$ cat config.mk
export PLATFORM = sky130hd
export DESIGN_NAME = rr_reg_arbiter
export DESIGN_NICKNAME = d
export VERILOG_FILES = /design/src/rtl/rr_arb_pkg.sv /design/src/rtl/rr_pick.sv /design/src/rtl/rr_reg_arbiter.sv
export SDC_FILE = /design/constraint.sdc
export NUM_CORES = 1
export LEC_CHECK = 0
export CORE_ASPECT_RATIO = 0.75
export CORE_MARGIN = 2
export CORE_UTILIZATION = 40
export DETAILED_ROUTE_END_ITERATION = 10
export HOLD_SLACK_MARGIN = 0.05
export PLACE_DENSITY = 0.72
export RECOVER_POWER = 25
export SYNTH_ARGS = -nofsm -noshare
export SYNTH_HDL_FRONTEND = slang
export SYNTH_SLANG_ARGS = --single-unit
$ cat constraint.sdc
create_clock -name clk -period 4.9 [get_ports clk]
set_input_delay 0.98 -clock clk [delete_from_list [all_inputs] [get_ports clk]]
set_output_delay 0.98 -clock clk [all_outputs]
set_load 0.05 [all_outputs]
$ cat src/rtl/rr_arb_pkg.sv
`default_nettype none
// ---------------------------------------------------------------------------
// rr_arb_pkg : shared types and defaults for the round-robin register arbiter
// Rev 1.0
// ---------------------------------------------------------------------------
package rr_arb_pkg;

  typedef enum logic [1:0] {
    IDLE   = 2'd0,
    GRANT  = 2'd1,
    LOCKED = 2'd2
  } state_e;

  localparam int DEF_N        = 4;
  localparam int DEF_W        = 8;
  localparam int DEF_MAX_LOCK = 4;
  localparam int LOCK_CNT_W   = 4;

  function automatic int wrap_inc(input int idx, input int n);
    return (idx + 1 >= n) ? 0 : idx + 1;
  endfunction

endpackage
`default_nettype wire

$ cat src/rtl/rr_pick.sv
`default_nettype none
// ---------------------------------------------------------------------------
// rr_pick : combinational round-robin search starting at start_i, wrapping to 0
// Rev 1.0
// ---------------------------------------------------------------------------
module rr_pick
  import rr_arb_pkg::*;
#(
  parameter int N = DEF_N
) (
  input  logic [N-1:0]         req_i,
  input  logic [$clog2(N)-1:0] start_i,
  output logic                 found_o,
  output logic [$clog2(N)-1:0] idx_o
);

  localparam int IW = $clog2(N);

  logic [IW-1:0] cand;

  // Walk the search order backwards so the earliest hit is the last one assigned.
  always_comb begin
    found_o = 1'b0;
    idx_o   = '0;
    cand    = '0;
    for (int k = N - 1; k >= 0; k--) begin
      cand = IW'((int'(start_i) + k) % N);
      if (req_i[cand]) begin
        found_o = 1'b1;
        idx_o   = cand;
      end
    end
  end

endmodule
`default_nettype wire

$ cat src/rtl/rr_reg_arbiter.sv
`default_nettype none
// ---------------------------------------------------------------------------
// rr_reg_arbiter : N writers share one register, round-robin with bounded lock
// Rev 1.0
// ---------------------------------------------------------------------------
module rr_reg_arbiter
  import rr_arb_pkg::*;
#(
  parameter int N        = DEF_N,
  parameter int W        = DEF_W,
  parameter int MAX_LOCK = DEF_MAX_LOCK
) (
  input  logic                 clk,
  input  logic                 rst,
  input  logic [N-1:0]         req,
  input  logic [N-1:0]         lock,
  input  logic [N*W-1:0]       wdata,
  output logic [N-1:0]         gnt,
  output logic [W-1:0]         q,
  output logic                 q_valid,
  output logic [$clog2(N)-1:0] owner,
  output logic                 update
);

  localparam int IW = $clog2(N);
  localparam logic [LOCK_CNT_W-1:0] MAX_CNT = LOCK_CNT_W'(MAX_LOCK);
  localparam logic [N-1:0] ONE = {{(N-1){1'b0}}, 1'b1};

  state_e                state_q, state_d;
  logic [LOCK_CNT_W-1:0] lock_cnt_q, lock_cnt_d;
  logic [IW-1:0]         ptr_q, ptr_d;
  logic [IW-1:0]         owner_q, owner_d;
  logic [N-1:0]          gnt_q, gnt_d;
  logic [W-1:0]          q_q, q_d;
  logic                  valid_q, valid_d;
  logic                  update_q, update_d;

  logic [W-1:0]  wd [N];
  logic          rr_found, ex_found;
  logic [IW-1:0] rr_idx, ex_idx;
  logic [N-1:0]  ex_req;
  logic          own_hold;
  logic          win_valid;
  logic [IW-1:0] win_idx;

  for (genvar i = 0; i < N; i++) begin : g_unpack
    assign wd[i] = wdata[i*W +: W];
  end

  assign ex_req   = req & ~(ONE << owner_q);
  assign own_hold = req[owner_q] & lock[owner_q];

  rr_pick #(.N(N)) u_pick_rr (
    .req_i   (req),
    .start_i (ptr_q),
    .found_o (rr_found),
    .idx_o   (rr_idx)
  );

  // Lock expiry: same search from owner+1, with the owner masked out.
  rr_pick #(.N(N)) u_pick_ex (
    .req_i   (ex_req),
    .start_i (ptr_q),
    .found_o (ex_found),
    .idx_o   (ex_idx)
  );

  always_ff @(posedge clk) begin
    if (!rst) begin
      state_q    <= IDLE;
      lock_cnt_q <= '0;
      ptr_q      <= '0;
      owner_q    <= '0;
      gnt_q      <= '0;
      q_q        <= '0;
      valid_q    <= 1'b0;
      update_q   <= 1'b0;
    end else begin
      state_q    <= state_d;
      lock_cnt_q <= lock_cnt_d;
      ptr_q      <= ptr_d;
      owner_q    <= owner_d;
      gnt_q      <= gnt_d;
      q_q        <= q_d;
      valid_q    <= valid_d;
      update_q   <= update_d;
    end
  end

  always_comb begin
    state_d    = state_q;
    lock_cnt_d = lock_cnt_q;
    win_valid  = 1'b0;
    win_idx    = '0;
    if (state_q == LOCKED && own_hold && (lock_cnt_q < MAX_CNT || !ex_found)) begin
      // Owner keeps the grant; the count saturates at MAX_CNT when nobody else waits.
      win_valid = 1'b1;
      win_idx   = owner_q;
      state_d   = LOCKED;
      if (lock_cnt_q < MAX_CNT) begin
        lock_cnt_d = lock_cnt_q + 1'b1;
      end
    end else if ((state_q == LOCKED && own_hold) ? ex_found : rr_found) begin
      win_valid = 1'b1;
      win_idx   = (state_q == LOCKED && own_hold) ? ex_idx : rr_idx;
      if (lock[win_idx]) begin
        state_d    = LOCKED;
        lock_cnt_d = LOCK_CNT_W'(1);
      end else begin
        state_d    = GRANT;
        lock_cnt_d = '0;
      end
    end else begin
      state_d    = IDLE;
      lock_cnt_d = '0;
    end
  end

  always_comb begin
    gnt_d    = win_valid ? (ONE << win_idx) : '0;
    q_d      = win_valid ? wd[win_idx] : q_q;
    owner_d  = win_valid ? win_idx : owner_q;
    ptr_d    = win_valid ? IW'(wrap_inc(int'(win_idx), N)) : ptr_q;
    valid_d  = valid_q | win_valid;
    update_d = win_valid;
  end

  assign gnt     = gnt_q;
  assign q       = q_q;
  assign q_valid = valid_q;
  assign owner   = owner_q;
  assign update  = update_q;

endmodule
`default_nettype wire
==> flow_metrics.tcl <==
set metrics [dict create \
    status "complete, no violations" \
    ant_nets 0 \
    fin_setup_tns_ns 0 \
    fin_worst_skew_ns 0.007826 \
    hold_viol_final 0 \
    synth_async_sr_flop_share_pct 0 \
    htreeDepth 1 \
    syn_to_final_growth_pct 35.98 \
    postCtsResizedCells 0 \
    tightestPinTransition_ns 0.6925 \
    p_leak_nw 0.9225 \
    fp-row-count 20 \
    routed_wl_um 4075 \
    globalRouteMet3Util_pct 5.287 \
    die_w_um 78.90 \
    synthDistinctLibCells 48 \
    ys_top_cells_by_area "dfxtp_1 (29%), mux2i_1 (11%), mux2_2 (7.4%)" \
    antenna_cells 0 \
    start_util_pct 41.51 \
    cts.sinks 24 \
    final_common_cell "clkdlybuf4s50_1" \
    fillers 383 \
    cts_root_buf "clkbuf_8" \
    hpwl_um 3150 \
    final_cell_mix "clkdlybuf4s50_1 (47), dfxtp_1 (24), mux2i_1 (18)" \
    cp-start-kind "primary input" \
    drc_errors 0 \
    antenna_found_initial 0 \
    routedWlPerCell_um 13.45 \
    cpMaxStageDelayCell "clkdlybuf4s50_1" \
    path_clk_slew_ns 0.08 \
    power.density_nw_per_um2 503.7 \
    globalRouteOverflowTotal 0 \
    min_period_ns 3.855 \
    critPathKind "primary input to register" \
    synth_ff_type "dfxtp_1" \
    dp.cells 300 \
    gp_congestion 0.7976 \
    cts_setup_buffers 0 \
    critPathLaunch "req[2]" \
    grt_pass1_wl_um 6617 \
    rsz0062_at_grt "no" \
    ys_seq_elements 24 \
    busiest_layer "met2" \
    holdCritStartpoint "q_valid" \
    die_area_um2 4747 \
    drv_slew 0 \
    syn_area_um2 1683 \
    crit_required_ns 5.09 \
    path_common_cell "nand3_1" \
    cts.path.max_buffers 2 \
    crit_path_max_fanout 15 \
    drt-initial-drc-count 119 \
    port_buffers 57 \
    final_net_count 293 \
    synth_nets 247 \
    maxCapViolations 0 \
    coreArea_um2 4054 \
    drive_gt1_share_pct 10.89 \
    worstPathCellList "clkdlybuf4s50_1, mux2_4, or4_1, nand3_1, and2_0, nand2_1, nand3_1, mux2_2, o21ai_0" \
    multiInputGateArea_um2 1082 \
    use_met1_pct 24.91 \
    vias_per_cell 5.333 \
    slowest_delay_ns 0.60 \
    cts_buffers 3 \
    clock.fmax_mhz 259.4 \
    hp-class "register to register" \
    die_y_um 60.17 \
    cts_tree "built" \
    yosysSeqAreaShare_pct 28.55 \
    dr.pass1.iters 4 \
    grt_util_met2_pct 26.37 \
    fin_crit_sh_pct 78.67 \
    ys.warnings.count 0 \
    regArea_um2 480.5 \
    max_slew_margin_pct 53.71 \
    cts_hold_buf 0 \
    syn-mean-instance-area_um2 8.249 \
    vias 1616 \
    insertion_delay_ns 0.27 \
    grt_max_degree 21 \
    reg2reg_from "owner[1]" \
    arrival_ns 4.05 \
    setup_viol 0 \
    synth-edff-count 0 \
    synth_top_area_cell "dfxtp_1" \
    ios 58 \
    grt_pass1_vias 1391 \
    grt_usage_pct 17.70 \
    synth_top_area_share_pct 28.55 \
    peakVddDrop_mv 0.2873 \
    crit_path_end_kind "register" \
    synthesis.instances 204 \
    final_cells 303 \
]
[cells in the mapped netlist (all sizes together) (2+ instances only)]
cell	number
a21o	2
a21oi	11
a31oi	2
and2	2
buf	11
clkbuf	7
dfxtp	24
inv	8
mux2	12
mux2i	18
nand2	16
nand2b	5
nand3	17
nor2	13
nor2b	5
nor3	2
nor3b	2
o2111a	2
o211ai	3
o21ai	18
o221a	3
xor2	2
[registers in the layout, summed over array words and instances, names as in the netlist]
register,cells
gnt,4
lock_cnt_q,4
owner,2
ptr_q,2
q,8
q_valid,1
state_q,2
update,1
[final timing paths]
kind / to / slack (ns) / depth (start not counted)
max: q[1] / 1.05 / 9
min: q_valid / 0.45 / 2
max reg2reg: q[1] / 1.64 / 8
min reg2reg: q_valid / 0.45 / 2
[critical path, delay by kind of cell]
kind	cells	cell delay, ns
compound gates	1	0.13
simple gates	5	1.57
buf+inv	1	0.60
mux	2	0.76
[area by class of cell]
| class | count | share of cell area [%] |
|---|---|---|
| timing repair buffer | 59 | 25.59 |
| tap | 55 | 3.007 |
| inverter | 8 | 1.312 |
| sequential | 24 | 21.00 |
| multi-input combinational | 154 | 47.29 |
| clock buffer | 3 | 1.804 |
[stage by stage]
step | utilization [%] | hold WS, ns | setup slack (ns) | instance area, um^2 | power [mW]
final | 56.45 | 0.4497 | 1.045 | 2288 | 1.153
after global routing | 56.45 | 0.4841 | 0.8042 | 2288 | 1.229
after floorplan | - | 0.4314 | 1.702 | 1683 | 0.8874
after detailed placement | 55.43 | 0.4424 | 0.7996 | 2247 | 1.051
after global placement | 55.43 | 0.4381 | 0.8015 | 2247 | 1.049
after CTS | 56.45 | 0.4536 | 1.079 | 2288 | 1.164
[report_power, final]
part           internal (mW)  switching (mW)
combinational          0.310           0.397
clock                 0.0549          0.0580
sequential             0.257          0.0750
[metal layers]
layer,wire length [um],vias to the layer above
li1,-,828
met1,1987,721
met2,1768,59
met3,272,8
met4,46,0
met5,0,-
[cells by family after synthesis]
kind of cell	Yosys count	synth area share [%]
AO/OA/AOI/OAI	52	21.93
flip-flops	24	28.55
multiplexers	30	18.96
buffers and inverters	26	8.178
XOR/XNOR	2	1.041
adder cells (fa/ha/maj)	1	0.7434
AND/OR/NAND/NOR	69	20.60
No activity file was read; power rests on OpenSTA's default activity.
